[config.mk]
export PLATFORM = sky130hd
export DESIGN_NAME = paddle_ctrl
export DESIGN_NICKNAME = d
export VERILOG_FILES = /design/src/rtl/paddle_ctrl.sv
export SDC_FILE = /design/constraint.sdc
export NUM_CORES = 1
export LEC_CHECK = 0
export CAP_MARGIN = 20
export CORE_MARGIN = 3
export CORE_UTILIZATION = 45
export CTS_BUF_LIST = sky130_fd_sc_hd__clkbuf_2 sky130_fd_sc_hd__clkbuf_4 sky130_fd_sc_hd__clkbuf_8
export CTS_CLUSTER_DIAMETER = 200
export CTS_CLUSTER_SIZE = 24
export DETAILED_ROUTE_END_ITERATION = 8
export PLACE_DENSITY_LB_ADDON = 0.15
export RECOVER_POWER = 50
export SYNTH_ARGS = -nofsm -noshare
export SYNTH_HDL_FRONTEND = slang
export SYNTH_SLANG_ARGS = --single-unit
[constraint.sdc]
create_clock -name clk -period 3 [get_ports clk]
set_input_delay 0.6 -clock clk [delete_from_list [all_inputs] [get_ports clk]]
set_output_delay 0.6 -clock clk [all_outputs]
set_load 0.02 [all_outputs]
[src/rtl/paddle_ctrl.sv]
// Paddle position controller: synchronises and debounces up/down buttons, steps the
// paddle on a periodic tick with clamping, freezes on game_over. Optional: PADDLE_ACCEL_EN.
module paddle_ctrl #(
  parameter int CLK_DIV         = 250000,
  parameter int DEBOUNCE_CYCLES = 250000,
  parameter int SCREEN_H        = 480,
  parameter int PADDLE_H        = 48,
  parameter int STEP            = 4,
  parameter int RESET_Y         = 216,
  parameter int ACCEL_TICKS     = 8
) (
  input  logic       clk,
  input  logic       reset,
  input  logic       btn_up,
  input  logic       btn_down,
  input  logic       game_over,
  output logic [9:0] paddle_y,
  output logic       moving,
  output logic       at_top,
  output logic       at_bottom
);

  localparam int MAX_Y = SCREEN_H - PADDLE_H;
  localparam int DB_W  = (DEBOUNCE_CYCLES > 1) ? $clog2(DEBOUNCE_CYCLES) : 1;
  localparam int TK_W  = (CLK_DIV > 1) ? $clog2(CLK_DIV) : 1;

  if (STEP < 1 || RESET_Y > MAX_Y || ACCEL_TICKS < 1) begin : g_bad_params
    $error("paddle_ctrl: STEP, RESET_Y or ACCEL_TICKS out of range");
  end

  typedef enum logic [1:0] {IDLE, UP, DOWN, FROZEN} state_t;

  state_t                  state, state_next;
  logic [1:0]              btn_raw, btn_meta, btn_sync, level, level_next;
  logic [1:0][DB_W-1:0]    db_cnt;
  logic [TK_W-1:0]         tick_cnt;
  logic                    tick;
  logic [10:0]             step_sz;
  logic [10:0]             sum_down;
  logic [9:0]              y_up, y_down;

  // Bit 0 is the up button, bit 1 the down button.
  assign btn_raw = {btn_down, btn_up};

  // NOTE: every always_comb output gets a default first so no path leaves it
  // unassigned, which would otherwise infer a latch.
  always_comb begin
    level_next = level;
    for (int i = 0; i < 2; i++) begin
      if (btn_sync[i] != level[i] && db_cnt[i] == DB_W'(DEBOUNCE_CYCLES - 1))
        level_next[i] = ~level[i];
    end
  end

  // NOTE: sequential state uses non-blocking assignments so every register
  // samples the pre-edge values, independent of statement order.
  always_ff @(posedge clk) begin
    if (!reset) begin
      btn_meta <= '0;
      btn_sync <= '0;
      level    <= '0;
      db_cnt   <= '0;
    end else begin
      btn_meta <= btn_raw;
      btn_sync <= btn_meta;
      level    <= level_next;
      for (int i = 0; i < 2; i++) begin
        if (btn_sync[i] == level[i] || level_next[i] != level[i])
          db_cnt[i] <= '0;
        else
          db_cnt[i] <= db_cnt[i] + 1'b1;
      end
    end
  end

  assign tick = (tick_cnt == TK_W'(CLK_DIV - 1));

  always_ff @(posedge clk) begin
    if (!reset)    tick_cnt <= '0;
    else if (tick) tick_cnt <= '0;
    else           tick_cnt <= tick_cnt + 1'b1;
  end

  // The FSM looks at the debounced level as it is being updated, so the state
  // follows a press on the same edge that the debouncer accepts it.
  always_comb begin
    state_next = state;
    if (game_over)                        state_next = FROZEN;
    else if (state == FROZEN)             state_next = IDLE;
    else if (level_next == 2'b01)         state_next = UP;
    else if (level_next == 2'b10)         state_next = DOWN;
    else                                  state_next = IDLE;
  end

  always_ff @(posedge clk) begin
    if (!reset) state <= IDLE;
    else        state <= state_next;
  end

  assign moving = (state == UP) || (state == DOWN);

`ifdef PADDLE_ACCEL_EN
  localparam int ACW = $clog2(ACCEL_TICKS + 1);
  logic [ACW-1:0] accel_cnt;

  // Any state change (including UP<->DOWN via IDLE) restarts the acceleration run.
  always_ff @(posedge clk) begin
    if (!reset)
      accel_cnt <= '0;
    else if (state_next != state || !moving)
      accel_cnt <= '0;
    else if (tick && accel_cnt != ACW'(ACCEL_TICKS))
      accel_cnt <= accel_cnt + 1'b1;
  end

  assign step_sz = (accel_cnt == ACW'(ACCEL_TICKS)) ? 11'(2 * STEP) : 11'(STEP);
`else
  assign step_sz = 11'(STEP);
`endif

  // Both directions saturate; the down sum is one bit wider so it cannot wrap.
  assign y_up     = ({1'b0, paddle_y} < step_sz) ? 10'd0 : paddle_y - step_sz[9:0];
  assign sum_down = {1'b0, paddle_y} + step_sz;
  assign y_down   = (sum_down > 11'(MAX_Y)) ? 10'(MAX_Y) : sum_down[9:0];

  always_ff @(posedge clk) begin
    if (!reset) begin
      paddle_y <= 10'(RESET_Y);
    end else if (tick) begin
      case (state)
        UP:      paddle_y <= y_up;
        DOWN:    paddle_y <= y_down;
        default: paddle_y <= paddle_y;
      endcase
    end
  end

  assign at_top    = (paddle_y == 10'd0);
  assign at_bottom = (paddle_y == 10'(MAX_Y));

endmodule

Word level (Yosys, flattened, before mapping):

Cells that the tools add are included.
W data, S select, Z words.

* register bits: 72
* input bits: 5
* output and inout port bits: 13
* word-level logic and storage cells: 53

* add/subtract/negate cells: 5
* $lt $le $gt $ge: 2
* equality and inequality tests: 15
* mux-type cells: 9
* bitwise operators: 3
* reduce and logical (&&, ||, !) cells: 11

Operator list (count)
* $add A18 B1 Y18 const B: 3
* $eq A18 B18 Y1 const B: 3
* $mux W10: 2
* $pmux W10 S2: 1
* $add A10 B3 Y11 const B: 1
* $gt A11 B9 Y1 const B: 1
* $eq A10 B9 Y1 const B: 1
* $logic_not A10 Y1: 1
* $lt A10 B3 Y1 const B: 1
* $sub A10 B3 Y10 const B: 1
* $mux W2: 4
* $eq A2 B2 Y1 const B: 3
* $reduce_or A2 Y1: 3
* $eq A2 B1 Y1 const B: 2
* $ne A1 B1 Y1: 4
* $logic_or A1 B1 Y1: 3
* $not A1 Y1: 3
* $eq A1 B1 Y1: 2
* $logic_and A1 B1 Y1: 2
* $mux W1: 2
* $reduce_and A2 Y1: 1
* $reduce_bool A2 Y1: 1

Longest topological paths before layout:

Gate-level depths: netlist of run 1.

* depth in word-level cells: 8
* gate-level depth with buffers: 9
* mapped depth without buffers: 8

Least setup slack after synthesis of run 1:

Ideal clock, no wire load.

* path type: reg2reg
* start point: register paddle_y[2]
* end point: register paddle_y[5]
* library setup time: 0.135 ns
* arrival: 2.173 ns
* required time: 2.865 ns
* path slack: 0.692 ns
* stages on the path, launching flop included: 10
* buffers on the path: 1
* period minus slack after synthesis: 2.308 ns
* cell sequence: dfxtp_1 buf_4 inv_1 ha_1 or3b_4 or4b_4 nand2b_2 o31ai_1 o221ai_1 a31oi_1

* word-level cells in the longest chain between the ends: 4
* elaborated cells on any way between the ends: 7
* those cells by class: add/sub (2); order compare (2); mux (3)

Ends and longest elaborated chain
* from (decl): RTL line 17 `output logic [9:0] paddle_y,`
* from (signal assigned): RTL line 128 `paddle_y <= 10'(RESET_Y);`
* from (signal assigned): RTL line 131 `UP: paddle_y <= y_up;`
* from (signal assigned): RTL line 132 `DOWN: paddle_y <= y_down;`
* $add A10 B3 Y11: RTL line 123 `assign sum_down = {1'b0, paddle_y} + step_sz;`
* $gt A11 B9 Y1: RTL line 124 `assign y_down = (sum_down > 11'(MAX_Y)) ? 10'(MAX_Y) : sum_down[9:0];`
* $mux W10: RTL line 124
* $pmux W10 S2 (*): RTL line 130 `case (state)`

Mark *: on every way between the ends. The rest lies on a longest branch, timed or not.
A chain may end at the register's enable or synchronous reset.

Worst setup path in the final report of run 1:

* start point: register paddle_y[2]
* end point: output port at_top

* word-level cells in the longest chain between the ends: 1

Ends and longest elaborated chain
* $logic_not A10 Y1: RTL line 138 `assign at_top = (paddle_y == 10'd0);`
* to (decl): RTL line 19 `output logic at_top,`

Every way passes these cells.

==> metrics.md, run 1 <==
| Metric | Value |
|---|---|
| Psw | 360 µW |
| Gr ovfl total | 0 |
| Core area | 7290 µm² |
| Post-Syn Instances | 397 |
| Power Total | 1690 µW |
| Leading cell type in the layout, fill and taps excluded | dfxtp_1 |
| Slowest-stage cell, CP | clkdlybuf4s50_1 |
| Initial antenna violation count | 0 |
| Die height | 93.0 µm |
| WL final | 6380 µm |
| Clock Tree Root | clkbuf_8 |
| CTS tree | yes |
| Seq/Total Area, Yosys | 41.1% |
| Status | complete, no violations |
| Asr flop ratio synth | 0% |
| Dpl hpwl | 4410 µm |
| DIE AREA | 8660 µm² |
| Gate power share | 2.7% |
| Final Max Slew Viols | 0 |
| Die Span X | 93.0 µm |
| Worst IR Drop VDD | 0.260 mV |
| TritonCTS Sinks | 70 |
| Global-route wire length before repair | 11100 µm |
| CP Buf/Inv Count | 2 |
| Mapped Avg Cell Area | 8.59 µm² |
| Synth-to-Final Area Change | 11.4% |
| HP Class | flop to flop |
| P_leak | 0.00127 µW |
| PortBufs | 15 |
| Largest stage delay, worst path | 650 ps |
| MaxCap Viol Count | 0 |
| Detail Route Antenna Nets | 0 |
| Mapped Area | 3410 µm² |
| Worst Max-Slew Pin Slew | 730 ps |
| Internal power | 1330 µW |
| Synth unique cells | 58 |
| Diodes inserted | 0 |
| Synth top area cells | dfxtp_1, xor2_1, nor2_1 |
| Placement Cell Area | 3630 µm² |
| # IOs | 18 |
| DRC violations left | 0 |
| Worst setup EP type | primary output |
| Largest net degree at the start of global routing | 19 |
| # hold bufs at CTS | 0 |
| Synth area leader | dfxtp_1 |
| Flops & latches, synth | 70 |
| TritonCTS Buffers | 9 |
| Via density per instance | 5.21 |
| Critical path arrival | 2030 ps |
| Initial Utilization | 46.8% |
| DRT Pass-1 Iters | 4 |
| Top Layer Used | met4 |
| Post-route cell area | 3800 µm² |
| Cells resized by post-CTS repair | 0 |
| GR Util All Layers | 15.7% |
| CP required | 2400 ps |
| Final setup violation count | 0 |
| Final period util | 87.6% |
| Fin crit period | 2630 ps |
| # rows | 31 |
| H-Tree Depth | 3 |
| Vias in the first global route | 2493 |
| Layout cells sized above 1 | 6.27% |
| Top-area cell type share of the netlist area | 41.1% |
| Commonest cells after routing, fill and taps aside | dfxtp_1, nor2_1, nand2_1, xor2_1, nand3_1 |
| Fin nets | 423 |
| Met2 WL | 3070 µm |
| Setup Skew | 6.10 ps |
| Final GP Congestion | 0.856 |
| Met3 WL | 151 µm |
| Reg power frac | 55.7% |
| Final setup TNS | 0 ps |
| Clk_lat worst skew | 330 ps |
| Utilization after layout | 52.1% |
| Clk slew on worst S/H paths | 70 ps |
| Longest Clk Path Bufs | 2 |
| CP top delay family | buffers and inverters |
| P per Cell Area | 445 nW/µm² |
| Crit path cell chain | inv_1 > ha_1 > nand2_1 > nor4_1 > clkdlybuf4s50_1 |
| Filler cells | 736 |
| Postcts setup bufs | 0 |
| YS warnings | 0 |
| Routed via count | 2679 |
| WL/cell | 12.4 µm |
| Metal-1 WL | 3130 µm |
| 1st-iter DRT viols | 47 |
| Fmax achieved | 381 MHz |
| Element type at the critical path start | flop |
| Slew HR | 51.2% |
| Largest fanout on the critical path | 13 |
| Final hold vios | 0 |
| Synth Flop Type | dfxtp_1 |
| Sw Share | 21.3% |
| Post-synth EDFFs | 0 |
| RSZ-0062 raised after global routing | no |
| Clock share of power | 41.6% |
| Critical path type | flop to primary output |
[area by class of cell]
cell class / instances / area [µm²] / area share [%]
Multi-Input combinational cell: 300 / 1880 / 49.4
Sequential cell: 70 / 1400 / 36.9
Clock buffer: 13 / 173 / 4.55
Timing Repair Buffer: 18 / 165 / 4.35
Tap cell: 99 / 124 / 3.26
Inverter: 11 / 41.3 / 1.09
Clock inverter: 3 / 17.5 / 0.461
[through the flow]
step / instances / hold WS (ps) / worst slack, ps
after floorplan: 398 / 412 / 692
after detailed placement: 498 / 422 / 612
after global placement: 498 / 417 / 682
after global routing: 514 / 461 / 210
after CTS: 514 / 438 / 342
final: 514 / 436 / 372
[path summary, 6_finish.rpt]
check,to,slack (ps),startpoint,cells after the start
max,at_top,370,paddle_y[2],5
min,btn_sync[0],440,btn_meta[0],1
max reg2reg,paddle_y[2],580,paddle_y[2],7
min reg2reg,btn_sync[0],440,btn_meta[0],1
[routing by layer]
metal  GRT usage, %  vias to the layer above
li1               -                     1400
met1           19.8                     1253
met2           26.3                       24
met3           4.75                        2
met4           3.79                        0
met5              0                        -
[cells by family after synthesis]
kind of cell             Yosys count  share of synthesized area, %
flip-flops                        70                          41.1
other                              1                         0.110
buffers and inverters             28                          3.67
multiplexers                       4                          1.25
adder cells (fa/ha/maj)            8                          2.94
AND/OR/NAND/NOR                  198                          30.2
XOR/XNOR                          48                          12.3
AO/OA/AOI/OAI                     40                          8.37
[state kept, by name (all words and copies together) (netlist names)]
register,flops
tick_cnt,18
level,2
state,2
btn_meta,2
paddle_y,8
db_cnt,36
btn_sync,2
[synthesized netlist by cell type (4+ instances only)]
cell type and number:
dfxtp_1 70, nor2_1 67, nand2_1 29, xor2_1 29
nand3_1 25, xnor2_1 19, inv_1 11, nand4_1 11
nor3_1 10, clkbuf_1 9, ha_1 8, a21oi_1 7
and3_1 7, o21ai_0 7, and2_1 6, nor4_1 6
nor3b_1 5, or3_1 5, buf_4 4
[power groups by stage]
stage / registers, µW / clock network [µW] / logic (µW)
floorplan: 962 / 0 / 34.4
global placement: 963 / 0 / 48.2
detailed placement: 963 / 0 / 48.5
CTS: 942 / 736 / 48.7
global route: 943 / 771 / 52.7
finish: 942 / 703 / 45.8
No activity file was read; power rests on OpenSTA's default activity.
==> run 2: changes to the inputs <==
--- a/config.mk
+++ b/config.mk
@@ -6,7 +6,6 @@
 export NUM_CORES = 1
 export LEC_CHECK = 0
 export CAP_MARGIN = 20
-export CORE_MARGIN = 3
 export CORE_UTILIZATION = 45
 export CTS_BUF_LIST = sky130_fd_sc_hd__clkbuf_2 sky130_fd_sc_hd__clkbuf_4 sky130_fd_sc_hd__clkbuf_8
 export CTS_CLUSTER_DIAMETER = 200
==> constraint.sdc (replaced) <==
create_clock -name clk -period 2.3 [get_ports clk]
set_input_delay 0.46 -clock clk [delete_from_list [all_inputs] [get_ports clk]]
set_output_delay 0.46 -clock clk [all_outputs]
set_load 0.02 [all_outputs]
==> run 2 against run 1 <==
Net effect:
- design area up 2.6%
- count of clock-buffer cells in the layout fell by 2
- register-to-register slack lost 480 ps
- sequential power rose by 31%
- sequential cell count is the same
- critical endpoint is now paddle_y[5]
==> metrics.md, run 2 (same netlist as run 1, synthesis figures left out) <==
| Metric | Value |
|---|---|
| Initial Utilization | 46.8% (unchanged) |
| Critical path type | flop to flop |
| Initial antenna violation count | 0 (unchanged) |
| Longest Clk Path Bufs | 2 (unchanged) |
| Detail Route Antenna Nets | 0 (unchanged) |
| P per Cell Area | 596 nW/µm² (+34%) |
| Slew HR | 41.7% (-9.5 points) |
| Leading cell type in the layout, fill and taps excluded | dfxtp_1 |
| Largest fanout on the critical path | 5 (-8) |
| Final period util | 95.8% |
| Most flop-heavy register | db_cnt |
| Layout cells sized above 1 | 9.91% (+3.6 points) |
| Worst IR Drop VDD | 0.355 mV (+36%) |
| Placement Cell Area | 3690 µm² (+1.9%) |
| Status | complete, no violations |
| Met2 WL | 2880 µm (-6.0%) |
| Metal-1 WL | 3260 µm (+4.0%) |
| Largest regs | db_cnt: 36 flops, tick_cnt: 18 flops, paddle_y: 8 flops |
| PortBufs | 15 (unchanged) |
| Met3 WL | 259 µm (+72%) |
| Postcts setup bufs | 0 (unchanged) |
| TritonCTS Sinks | 70 (unchanged) |
| Diodes inserted | 0 (unchanged) |
| Final Max Slew Viols | 0 (unchanged) |
| Worst Max-Slew Pin Slew | 875 ps (+145 ps) |
| # IOs | 18 (unchanged) |
| WL final | 6490 µm (+1.8%) |
| Fin nets | 432 (+2.1%) |
| Commonest cells after routing, fill and taps aside | dfxtp_1, nor2_1, nand2_1, xor2_1, nand3_1 |
| Via density per instance | 5.27 (+1.1%) |
| Die height | 89.0 µm (-4.3%) |
| Largest net degree at the start of global routing | 23 (+4) |
| Die Span X | 89.0 µm (-4.3%) |
| TritonCTS Buffers | 9 (unchanged) |
| Power Total | 2320 µW (+37%) |
| CP required | 2520 ps (+120 ps) |
| Clock Tree Root | clkbuf_8 |
| Core area | 7290 µm² (unchanged) |
| Global-route wire length before repair | 10600 µm (-5.2%) |
| Routed via count | 2756 (+2.9%) |
| Fin crit period | 2200 ps |
| # hold bufs at CTS | 0 (unchanged) |
| Final setup violation count | 0 (unchanged) |
| Element type at the critical path start | flop |
| Vias in the first global route | 2363 (-5.2%) |
| DRT Pass-1 Iters | 4 (unchanged) |
| Synth-to-Final Area Change | 14.3% |
| CTS tree | yes |
| 1st-iter DRT viols | 106 (+130%) |
| GR Util All Layers | 17.3% (+1.6 points) |
| Max reg flops | 36 (unchanged) |
| HP Class | flop to flop |
| Fmax achieved | 454 MHz |
| # rows | 31 (unchanged) |
| WL/cell | 12.4 µm (about the same) |
| MaxCap Viol Count | 0 (unchanged) |
| Top Layer Used | met4 |
| DRC violations left | 0 (unchanged) |
| Final GP Congestion | 0.883 (+3.2%) |
| Worst setup EP type | flop |
| DIE AREA | 7930 µm² (-8.4%) |
| H-Tree Depth | 3 (unchanged) |
| Hold WS | 436 ps (-0.546 ps) |
| Critical path arrival | 2430 ps (+400 ps) |
| P_leak | 0.00133 µW (+4.6%) |
| Clk slew on worst S/H paths | 70 ps (about the same) |
| Gr ovfl total | 0 (unchanged) |
| Dpl hpwl | 4440 µm (+0.79%) |
| Setup Skew | 10.8 ps (+4.74 ps) |
| Clk_lat worst skew | 340 ps (about the same) |
| Post-route cell area | 3900 µm² (+2.6%) |
| Final hold vios | 0 (unchanged) |
-- run 2: cell count changes in the layout (fill, tap and decap cells not counted), moves of 2 or more --
cell / delta
buf_4: +8
clkbuf_2: +2
clkdlybuf4s50_1: -3
dlygate4sd2_1: +2
ha_1: -2
ha_2: +2
-- run 2: area by class of cell --
cell class | instances | area, µm²
sequential | 70 | 1400
clock inverter | 5 | 56.3
fill | 692 | 3400
inverter | 11 | 41.3
multi-input combinational | 300 | 1890
clock buffer | 11 | 151
tap | 99 | 124
timing repair buffer | 27 | 229
-- run 2: worst paths after layout --
kind                    start          end  slack, ps  cells past startpoint
setup / recovery  paddle_y[2]  paddle_y[5]        100                      8
hold / removal    btn_meta[0]  btn_sync[0]        440                      1
setup reg to reg  paddle_y[2]  paddle_y[5]        100                      8
hold reg to reg   btn_meta[0]  btn_sync[0]        440                      1
-- run 2: critical path: stages, from the launching register on --
cell and delay (ps):
dfxtp_2 350, inv_1 120, ha_2 200, or3b_4 390
or4b_4 560, nand2b_2 120, o31ai_1 70, o221ai_1 180
a31oi_1 100
-- run 2: repair_timing --
| action | CTS | global route |
|---|---|---|
| resized for setup | 2 | 3 |
| endpoints found under the setup margin | 2 | 3 |
| gates cloned | 0 | 0 |
-- run 2: metal layers --
| metal | vias up | global-route usage [%] |
|---|---|---|
| li1 | 1422 | - |
| met1 | 1273 | 22.3 |
| met2 | 52 | 27.3 |
| met3 | 9 | 4.89 |
| met4 | 0 | 6.78 |
| met5 | - | 0 |
-- run 2: per-stage QoR --
stage,utilization [%],TNS [ps],worst slack [ps],instances
6_report,53.4,0,96.0,523
4_1_cts,53.5,0,98.3,523
2_1_floorplan,-,0,40.9,398
3_5_place_dp,50.7,0,120,507
5_1_grt,53.4,-6.74,-6.21,523
3_3_place_gp,50.7,0,168,507
-- run 2: report_power, final --
| group | switching, µW | total, µW | internal, µW |
|---|---|---|---|
| Combinational | 37.1 | 61.9 | 24.8 |
| Sequential | 6.34 | 1230 | 1220 |
| Clock | 470 | 1030 | 560 |
| Total | 514 | 2320 | 1810 |
==> run 3: changes to the inputs <==
--- a/config.mk
+++ b/config.mk
@@ -5,6 +5,7 @@
 export SDC_FILE = /design/constraint.sdc
 export NUM_CORES = 1
 export LEC_CHECK = 0
+export ABC_CLOCK_PERIOD_IN_PS = 2300
 export CAP_MARGIN = 20
 export CORE_UTILIZATION = 45
 export CTS_BUF_LIST = sky130_fd_sc_hd__clkbuf_2 sky130_fd_sc_hd__clkbuf_4 sky130_fd_sc_hd__clkbuf_8
@@ -13,6 +14,7 @@
 export DETAILED_ROUTE_END_ITERATION = 8
 export PLACE_DENSITY_LB_ADDON = 0.15
 export RECOVER_POWER = 50
+export SKIP_LAST_GASP = 1
 export SYNTH_ARGS = -nofsm -noshare
 export SYNTH_HDL_FRONTEND = slang
 export SYNTH_SLANG_ARGS = --single-unit
==> results of run 3 <==
No change in the layout: final DEF, timing and power equal those of run 2.
